### src/rtl/npu_cube_para_code_gen.sv
// Radix-4 Booth recoder feeding the cube add tree: packs per-lane weight codes into
// lane words, ping-pongs two complete words and hands them out over valid/ready.
module npu_cube_para_code_gen #(
    parameter int DWB              = 8,
    parameter int DWB_CODE         = 12,
    parameter int NPU_CUBE_MAC_NUM = 8
) (
    input  logic                                 clk,
    input  logic                                 rst_n,
    input  logic                                 cfg_signed,
    input  logic                                 wgt_valid,
    output logic                                 wgt_ready,
    input  logic [DWB-1:0]                       wgt_data,
    input  logic                                 wgt_last,
    output logic                                 code_valid,
    input  logic                                 code_ready,
    output logic [DWB_CODE*NPU_CUBE_MAC_NUM-1:0] add_tree_para_code,
    output logic [NPU_CUBE_MAC_NUM-1:0]          code_msb,
    output logic                                 is_signed,
    output logic                                 busy
);
    // Handshakes: a beat moves on any rising edge where valid & ready are both high;
    // valid never waits on ready, and held payloads stay stable until taken.

    localparam int LANE_W = $clog2(NPU_CUBE_MAC_NUM);
    localparam int DIGITS = DWB_CODE / 3;

    typedef logic [NPU_CUBE_MAC_NUM-1:0][DWB_CODE-1:0] word_t;

    // Each digit is {neg, mag[1:0]}; triplet 111 is a zero digit, never "negative zero".
    function automatic logic [DWB_CODE-1:0] booth_enc(input logic [DWB-1:0] w);
        logic [DWB:0]          b;
        logic [2:0]            t;
        logic [DWB_CODE-1:0]   c;
        b = {w, 1'b0};
        c = '0;
        for (int i = 0; i < DIGITS; i++) begin
            t = b[2*i+2 -: 3];
            c[3*i +: 3] = {t[2] & ~(t[1] & t[0]), (t == 3'b011) | (t == 3'b100), t[1] ^ t[0]};
        end
        return c;
    endfunction

    logic [LANE_W-1:0]                lane_cnt_q, lane_cnt_d;
    logic                             wr_ptr_q, wr_ptr_d;
    logic                             rd_ptr_q, rd_ptr_d;
    logic [1:0]                       count_q, count_d;
    logic                             sign_fill_q, sign_fill_d;
    word_t [1:0]                      bank_code_q, bank_code_d;
    logic [1:0][NPU_CUBE_MAC_NUM-1:0] bank_msb_q, bank_msb_d;
    logic [1:0]                       bank_sign_q, bank_sign_d;
    logic                             wgt_ready_q, wgt_ready_d;
    logic                             code_valid_q, code_valid_d;
    word_t                            code_q, code_d;
    logic [NPU_CUBE_MAC_NUM-1:0]      msb_q, msb_d;
    logic                             is_signed_q, is_signed_d;
    logic                             busy_q, busy_d;

    logic accept, commit, xfer, signed_eff;

    always_comb begin
        accept      = wgt_valid & wgt_ready_q;
        commit      = accept & ((lane_cnt_q == LANE_W'(NPU_CUBE_MAC_NUM - 1)) | wgt_last);
        xfer        = code_valid_q & code_ready;
        signed_eff  = (lane_cnt_q == '0) ? cfg_signed : sign_fill_q;

        lane_cnt_d  = lane_cnt_q;
        wr_ptr_d    = wr_ptr_q;
        rd_ptr_d    = rd_ptr_q;
        sign_fill_d = sign_fill_q;
        bank_code_d = bank_code_q;
        bank_msb_d  = bank_msb_q;
        bank_sign_d = bank_sign_q;

        if (accept) begin
            bank_code_d[wr_ptr_q][lane_cnt_q] = booth_enc(wgt_data);
            bank_msb_d[wr_ptr_q][lane_cnt_q]  = wgt_data[DWB-1] & ~signed_eff;
            bank_sign_d[wr_ptr_q]             = signed_eff;
            sign_fill_d                       = signed_eff;
            lane_cnt_d                        = lane_cnt_q + LANE_W'(1);
        end

        // A short word zero-pads every lane above the one just written.
        if (commit) begin
            for (int k = 0; k < NPU_CUBE_MAC_NUM; k++) begin
                if (LANE_W'(k) > lane_cnt_q) begin
                    bank_code_d[wr_ptr_q][k] = '0;
                    bank_msb_d[wr_ptr_q][k]  = 1'b0;
                end
            end
            lane_cnt_d = '0;
            wr_ptr_d   = ~wr_ptr_q;
        end

        if (xfer) begin
            rd_ptr_d = ~rd_ptr_q;
        end

        case ({commit, xfer})
            2'b10:   count_d = count_q + 2'd1;
            2'b01:   count_d = count_q - 2'd1;
            default: count_d = count_q;
        endcase

        wgt_ready_d  = (count_d != 2'd2);
        code_valid_d = (count_d != 2'd0);
        code_d       = code_valid_d ? bank_code_d[rd_ptr_d] : '0;
        msb_d        = code_valid_d ? bank_msb_d[rd_ptr_d] : '0;
        is_signed_d  = code_valid_d & bank_sign_d[rd_ptr_d];
        busy_d       = (lane_cnt_d != '0) | code_valid_d;
    end

    always_ff @(posedge clk or negedge rst_n) begin
        if (!rst_n) begin
            lane_cnt_q   <= '0;
            wr_ptr_q     <= 1'b0;
            rd_ptr_q     <= 1'b0;
            count_q      <= '0;
            sign_fill_q  <= 1'b0;
            bank_code_q  <= '0;
            bank_msb_q   <= '0;
            bank_sign_q  <= '0;
            wgt_ready_q  <= 1'b0;
            code_valid_q <= 1'b0;
            code_q       <= '0;
            msb_q        <= '0;
            is_signed_q  <= 1'b0;
            busy_q       <= 1'b0;
        end else begin
            lane_cnt_q   <= lane_cnt_d;
            wr_ptr_q     <= wr_ptr_d;
            rd_ptr_q     <= rd_ptr_d;
            count_q      <= count_d;
            sign_fill_q  <= sign_fill_d;
            bank_code_q  <= bank_code_d;
            bank_msb_q   <= bank_msb_d;
            bank_sign_q  <= bank_sign_d;
            wgt_ready_q  <= wgt_ready_d;
            code_valid_q <= code_valid_d;
            code_q       <= code_d;
            msb_q        <= msb_d;
            is_signed_q  <= is_signed_d;
            busy_q       <= busy_d;
        end
    end

    assign wgt_ready          = wgt_ready_q;
    assign code_valid         = code_valid_q;
    assign add_tree_para_code = code_q;
    assign code_msb           = msb_q;
    assign is_signed          = is_signed_q;
    assign busy               = busy_q;

endmodule

### config.mk
export PLATFORM = sky130hd
export DESIGN_NAME = npu_cube_para_code_gen
export DESIGN_NICKNAME = d
export VERILOG_FILES = /design/src/rtl/npu_cube_para_code_gen.sv
export SDC_FILE = /design/constraint.sdc
export NUM_CORES = 1
export LEC_CHECK = 0
export ABC_AREA = 1
export CORE_MARGIN = 4
export CORE_UTILIZATION = 59
export DETAILED_ROUTE_END_ITERATION = 12
export PLACE_DENSITY_LB_ADDON = 0.15
export REMOVE_ABC_BUFFERS = 1
export SYNTH_ARGS = -nofsm -noshare
export SYNTH_HDL_FRONTEND = slang
export SYNTH_SLANG_ARGS = --single-unit
### constraint.sdc
create_clock -name clk -period 3.8 [get_ports clk]
set_clock_uncertainty 0.2 [all_clocks]
set_input_delay 0.76 -clock clk [delete_from_list [all_inputs] [get_ports clk]]
set_output_delay 0.76 -clock clk [all_outputs]
set_load 0.05 [all_outputs]
# ---- Yosys cells after proc, flatten, opt, wreduce, memory -nomap -nowiden
# Index checks and enable logic that the tools add are counted.
dict set report word_totals {
  inputBits 14
  elab_cells 219
  reg_bits 326
  output_inout_bits 108
}
dict set report classes {
  n_addsub 3
  n_mux 93
  bitwise 57
  eq_ne 11
  reduce_logical 5
  order_cmp 13
}
# op n
set op_table {}
lappend op_table {{2-to-1 mux 192 bit} 17}
lappend op_table {{AND 192 bit} 8}
lappend op_table {{inverter 192 bit} 8}
lappend op_table {{demux 96 bit (select 1 bit)} 9}
lappend op_table {{2-to-1 mux 96 bit} 5}
lappend op_table {{2-to-1 mux 16 bit} 17}
lappend op_table {{bitwise mux 192 bit} 1}
lappend op_table {{AND 16 bit} 8}
lappend op_table {{inverter 16 bit} 8}
lappend op_table {{2-to-1 mux 84 bit} 1}
lappend op_table {{demux 8 bit (select 1 bit)} 9}
lappend op_table {{2-to-1 mux 72 bit} 1}
lappend op_table {{2-to-1 mux 60 bit} 1}
lappend op_table {{2-to-1 mux 48 bit} 1}
lappend op_table {{2-to-1 mux 8 bit} 5}
lappend op_table {{demux 12 bit (select 3 bit)} 1}
lappend op_table {{2-to-1 mux 36 bit} 1}
lappend op_table {{2-to-1 mux 12 bit} 2}
lappend op_table {{2-to-1 mux 24 bit} 1}
lappend op_table {{bitwise mux 16 bit} 1}
lappend op_table {{equality test 3 bit, second input constant} 4}
lappend op_table {{> comparator 3 bit, first input constant} 4}
lappend op_table {{AND 1 bit} 11}
lappend op_table {{equality test 3 x 2 -> 1 bit, second input constant} 3}
lappend op_table {{30 further kinds} 55}

# ---- Depth between registers and ports, before layout
# Gate-level depths: netlist (run 1).
dict set report depth {
  depth_word 35
  ltp_mapped 15
  ltp_nobuf 13
}

# ---- Least setup slack after synthesis (run 1)
# OpenSTA, ideal clock, no wires.
dict set report synth_path {
  kind {input port to flip-flop}
  startpoint {in wgt_valid}
  endpoint {reg code_q, in the netlist add_tree_para_code[94]}
  arrival_ns 2.569
  required_time_ns 3.529
  path_buffers 2
  setup_slack_ns 0.960
  stages 13
  setup_time_ns 0.071
  cell_sequence {nand2_2 inv_2 nand2_4 ha_1 a21oi_1 o21ai_0 xor2_1 inv_1 nand2_1 buf_2 buf_2 nand2_1 nor2_1}
}
# element line
set synth_rtl {}
lappend synth_rtl {{from (decl)} 11} ;# input logic wgt_valid,
lappend synth_rtl {{to (signal assigned)} 140} ;# code_q <= code_d;
lappend synth_rtl {{to (decl)} 54} ;# word_t code_q, code_d;

==> results of run 1 <==
state kept, by name (all words and copies together) (netlist names), 2 cells and up:
signal              cells
bank_msb_q             16
code_msb                8
bank_sign_q             2
add_tree_para_code     96
lane_cnt_q              3
bank_code_q           192
count_q                 2
cell type report:
cell class | count | area, um2
fill | 1904 | 7100
clock buffer | 54 | 1100
inverter | 167 | 632
sequential | 326 | 8160
timing repair buffer | 183 | 1790
multi-input combinational | 1380 | 6200
clock inverter | 6 | 80.1
tap | 330 | 413
report_power, final:
group	switching (mW)	leakage (nW)	internal [mW]
combinational	6.05	4.75	2.88
sequential	0.627	4.26	4.88
clock	1.37	0.586	2.12
total	8.05	9.60	9.88
kinds of logic after synthesis:
family                     share of synthesized area, %
AOI/OAI and AO/OA                                  9.68
xor gates and xnor gates                          0.170
and+or+nand+nor                                    29.3
buffers and inverters                              7.06
DFF                                                52.9
adders and majority gates                         0.893
cells in the mapped netlist, types with 9 or more instances:
cell type and instances:
o211ai_1 53, nand3_1 158, nand2_1 643, dfrtp_1 326, inv_2 9, nand2_2 9, clkbuf_1 43, buf_2 43
nor2_1 258, ha_1 11, inv_1 154, a21oi_1 41, o21ai_1 43, o21ai_0 113, nor2_2 12
metal layers:
metal	GRT usage [%]	vias to the layer above
met1	41.8	6524
met2	48.0	636
li1	-	6481
met4	14.2	0
met5	0	-
met3	5.05	145
final timing paths:
check / cells after the start / slack [ns] / to / from
max in group asynchronous: 2 / 2.44 / add_tree_para_code[30] / rst_n
max reg2reg: 14 / 0.45 / add_tree_para_code[68] / lane_cnt_q[1]
min in group clk: 2 / 0.30 / bank_code_q[84] / bank_code_q[84]
max: 14 / 0.45 / add_tree_para_code[68] / lane_cnt_q[1]
min: 1 / 0.02 / add_tree_para_code[72] / rst_n
min reg2reg: 2 / 0.30 / bank_code_q[84] / bank_code_q[84]
==> metrics.txt, run 1 <==
Starting Density 60.5%; initial antenna violation count 0; CP Class reg2reg; root buf cell clkbuf_16; Cell Chain, Critical Path ha_1 > ha_1 > inv_1 > nand2_2 > nand2_4 > ha_1 > a21oi_1 > o21ai_0 > xor2_1 > inv_1 > nand2_4 > buf_12 > o21ai_0 > nor2_1; Post-synth EDFFs 0; Setup TNS 0 ns; CP bufs+invs 3; Area contributors post-synth dfrtp_1 (53%), nand2_1 (16%), nor2_1 (6.3%); CTS tree done; Ant. Diodes 0; GRT Total Usage 30.5%; CTS Buffer Depth 3; critical-path maximum fanout 26; Rows 58; DR iter-0 viols ~1500; routed vias/inst 5.64; Seq/Total Area, Yosys 52.9%; vias post-DR roughly 14000; dpl hpwl 27500 um; RSZ-0062 raised after global routing no; final hold violation count 0; largest area contributor in the netlist dfrtp_1; Cell Area, Synth 15400 um2; post-placement cell count 2386; pre-CTS worst setup slack 0.241 ns; Final Setup Violations 0; min Tclk post-route 3.35 ns; post-route ant nets 0; met2 wire length 19900 um; hold_buf cts 0; setup ws final 0.446 ns; arrival time at the worst endpoint 3.59 ns; clock transition at the registers of the reported paths 0.06 ns; Distinct cells, synth 37; port bufs 121; postcts setup bufs 0; CTS Buf Count 35; Sink Count 326; vias in the first global route about 14000; maximum vdd drop 0.681 mV; fin area 18400 um2; Pwr Total 17.9 mW; Area after DPL 17200 um2; CORE AREA 25500 um2; area share of the largest cell type after synthesis 52.9%; synthesized instance count 1973; max-slew violations 0; max cap viols 0; Area Overhead vs Synth 19.2%; Avg Cell Area, Syn 7.81 um2; CP Capture Type flop; global placer's final weighted congestion 0.908; worst hold margin 0.0213 ns; DRC viols 0; H-Tree Depth 2; grt total ovfl 0; most used cell, CP ha_1; slew of the pin with the lowest slew margin between 0.7 and 0.8 ns; met3 WL 3840 um; crit path launch type flop; worst skew pair latency 0.51 ns; ys flop type dfrtp_1; post-DR wirelength/cell 17.9 um; leakage power 9.60 nW; post_cts resized 0; Die X approximately 170 um; family with the most delay on the worst path adder cells; hold crit path type in2async; fin cells 2446; outcome finished clean; Util after Layout 72.1%; Slew HR 46.7%; CP max stage delay between 0.5 and 0.6 ns; Cell Pwr Density 975 nW/um2; drt pass-1 iters 5; Nets roughly 2100; wl on met1 17700 um; yosys warns 0; Final Cycle Share between 80% and 90%; commonest non-fill, non-tap cell in the layout nand2_1; Data required, critical path roughly 4 ns; post-synthesis sequential element count 326; first-pass GRT wire length ~70000 um; die area 28800 um2; top routing layer in use met4; post-synthesis async set-or-reset flop share 100%; Max stage delay cell, worst path dfrtp_1; fmax 298 MHz; Die Height 170 um; share of cells above drive strength 1 8.13%; most frequent cells in the layout nand2_1 (642), dfrtp_1 (326), nor2_1 (258); IO Pins 122; largest net degree at the start of global routing 90; WL final between 40000 and 50000 um
No activity file was read; power rests on OpenSTA's default activity.
==> run 2, diff against run 1 <==
- CORE_UTILIZATION: 59 -> 64
- DONT_BUFFER_PORTS: unset -> 1
==> run 2 against run 1 <==
  * The flow now finishes with violations (negative hold slack)
  * Global-route usage is 1.3 points higher
  * Count of clock-buffer cells in the layout up 2
  * Final cell count is 6.3% lower
  * Final area decreased by 8.2%
  * Wire length fell by 4.3%
  * Fmax is 2.8% lower
  * Sequential cell count is the same
  * Largest cell class unchanged
==> metrics.txt, run 2 (same netlist as run 1, synthesis figures left out) <==
outcome finished, violations left (was finished clean); failing checks negative hold slack; share of cells above drive strength 1 7.25% (was 8.13%); R2R Path End add_tree_para_code[63] (was add_tree_para_code[68]); family with the most delay on the worst path adder cells (unchanged); routed vias/inst 5.73 (was 5.64); Ant. Diodes 0 (unchanged); WL final 41900 um (was 43700 um); Final Setup Violations 0 (unchanged); Cell Pwr Density 999 nW/um2 (was 975 nW/um2); DRC viols 0 (unchanged); Die Height 163 um (was 170 um); Cell Chain, Critical Path ha_1 > ha_1 > inv_1 > nand2_2 > nand2_4 > ha_1 > a21oi_1 > o21ai_0 > xor2_1 > inv_1 > nand2_4 > buf_4 > o21ai_0 > nor2_1 (was ha_1 > ha_1 > inv_1 > nand2_2 > nand2_4 > ha_1 > a21oi_1 > o21ai_0 > xor2_1 > inv_1 > nand2_4 > buf_12 > o21ai_0 > nor2_1); crit path launch type flop (unchanged); CP bufs+invs 3 (unchanged); post-route ant nets 0 (unchanged); Max stage delay cell, worst path dfrtp_1 (unchanged); DR iter-0 viols 1332 (was 1465); setup ws final 0.351 ns (was 0.446 ns); critical-path maximum fanout 30 (was 26); combinational power share 37.5% (was 49.8%); post-DR wirelength/cell 18.3 um (was 17.9 um); drt pass-1 iters 5 (unchanged); H-Tree Depth 2 (unchanged); min Tclk post-route 3.45 ns (was 3.35 ns); port bufs 0 (was 121); Sink Count 326 (unchanged); fmax 290 MHz (was 298 MHz); IO Pins 122 (unchanged); r2r startpoint lane_cnt_q[1] (unchanged); crit path to add_tree_para_code[63] (was add_tree_para_code[68]); maximum vdd drop 0.584 mV (was 0.681 mV); most used cell, CP ha_1 (unchanged); first-pass GRT wire length 67300 um (was 70100 um); CP max stage delay 0.53 ns (was 0.56 ns); most frequent cells in the layout nand2_1 (642), dfrtp_1 (326), nor2_1 (258) (unchanged); CTS Buf Count 35 (unchanged); dpl hpwl 25900 um (was 27500 um); CP Class reg2reg (unchanged); initial antenna violation count 0 (unchanged); grt total ovfl 0 (unchanged); arrival time at the worst endpoint 3.69 ns (was 3.59 ns); vias post-DR 13100 (was 13800); Stages on worst setup path 14 (unchanged); RSZ-0062 raised after global routing no (unchanged); Starting Density 65.3% (was 60.5%); Area Overhead vs Synth 9.46% (was 19.2%); CORE AREA 23600 um2 (was 25500 um2); Sw Share 46.6% (was 44.9%); Largest register FFs 192 (unchanged); final hold violation count 326 (was 0); worst hold margin -0.256 ns (was 0.0213 ns); Reg2Reg Depth 14 (unchanged); leakage power 8.99 nW (was 9.60 nW); Switch Pwr 7.86 mW (was 8.05 mW); Final Cycle Share 90.8% (was 88.3%); Slew HR 34.7% (was 46.7%); sequential share of power 42.3% (was 30.7%); CP Capture Type flop (unchanged); CTS tree done (unchanged); post_cts resized 0 (unchanged); hold crit path type in2async (unchanged); Clk network pwr share 20.3% (was 19.5%); postcts setup bufs 0 (unchanged); CTS Buffer Depth 3 (unchanged); R2R setup slack 0.35 ns (was 0.45 ns); global placer's final weighted congestion 0.904 (was 0.908); fin cells 2291 (was 2446); vias in the first global route 12800 (was 13600); P_int 8.99 mW (was 9.88 mW); clock transition at the registers of the reported paths 0.06 ns (about the same); largest net degree at the start of global routing 327 (was 90); Die X 163 um (was 170 um); pre-CTS worst setup slack 0.364 ns (was 0.241 ns); post-placement cell count 2231 (was 2386); Rows 56 (was 58); Data required, critical path 4.04 ns (about the same); worst skew pair latency 0.52 ns (was 0.51 ns); max cap viols 0 (unchanged); Pwr Total 16.9 mW (was 17.9 mW); slew of the pin with the lowest slew margin 0.980 ns (was 0.798 ns); commonest non-fill, non-tap cell in the layout nand2_1 (unchanged); max-slew violations 0 (unchanged); root buf cell clkbuf_16 (unchanged); die area 26600 um2 (was 28800 um2); Nets 1974 (was 2118); Most flops, register bank_code_q (unchanged); critical path launch point lane_cnt_q[1] (unchanged); GRT Total Usage 31.8% (was 30.5%); Setup TNS 0 ns (unchanged)
==> run 2: cell count changes in the layout (fill, tap and decap cells not counted), sizes merged <==
cell,delta
buf,-24
clkbuf,+2
clkdlybuf4s50,-120
clkinv,-2
==> run 2: worst min-delay path by stage <==
stage | start | endpoint | slack [ns] | cells past startpoint
2_1_floorplan | sign_fill_q | sign_fill_q | 0.25 | 2
3_5_place_dp | rst_n | bank_code_q[74] | 0.28 | 0
5_1_grt | rst_n | bank_code_q[74] | -0.27 | 0
4_1_cts | rst_n | bank_code_q[72] | -0.26 | 0
6_report | rst_n | bank_code_q[180] | -0.26 | 0
3_3_place_gp | bank_code_q[121] | bank_code_q[121] | 0.27 | 2
==> run 2: area by class of cell <==
cell class | count | area, um2
Clock buffer | 56 | 1080
Tap cell | 319 | 399
Sequential cell | 326 | 8160
Inverter | 167 | 632
Timing Repair Buffer | 39 | 343
Multi-Input combinational cell | 1380 | 6200
Fill cell | 1878 | 6740
Clock inverter | 4 | 70.1
==> run 2: power groups by stage <==
stage	Combinational [mW]	Clock, mW	Sequential (mW)
final	6.31	3.41	7.13
after CTS	6.28	3.44	7.14
after global routing	7.16	3.59	7.27
after floorplan	4.53	0	7.02
after detailed placement	6.21	0	7.18
after global placement	6.00	0	7.14
==> run 2: routing by layer <==
| layer | track usage [%] | part of all wire (%) | vias up |
|---|---|---|---|
| met5 | 0 | 0 | - |
| li1 | - | - | 6196 |
| met1 | 43.0 | 41 | 6232 |
| met2 | 50.4 | 46 | 565 |
| met4 | 13.0 | 4.3 | 0 |
| met3 | 7.14 | 8.8 | 123 |
==> run 2: worst reg2reg max path: stages, from the launching register on <==
cell and delay, ns:
dfrtp_1 0.53, ha_1 0.22, ha_1 0.30, inv_1 0.11
nand2_2 0.10, nand2_4 0.11, ha_1 0.32, a21oi_1 0.12
o21ai_0 0.12, xor2_1 0.26, inv_1 0.11, nand2_4 0.36
buf_4 0.29, o21ai_0 0.10, nor2_1 0.13
==> run 2: per-stage QoR <==
stage | util, % | area [um2]
6_report | 71.5 | 16900
3_3_place_gp | 66.6 | 15700
2_1_floorplan | - | 15000
5_1_grt | 71.5 | 16900
3_5_place_dp | 66.6 | 15700
4_1_cts | 71.5 | 16900
==> run 3, diff against run 2 <==
- ABC_CLOCK_PERIOD_IN_PS: unset -> 3800
==> results of run 3 <==
Same layout as run 2: the final DEF is identical, and so are final timing and power.
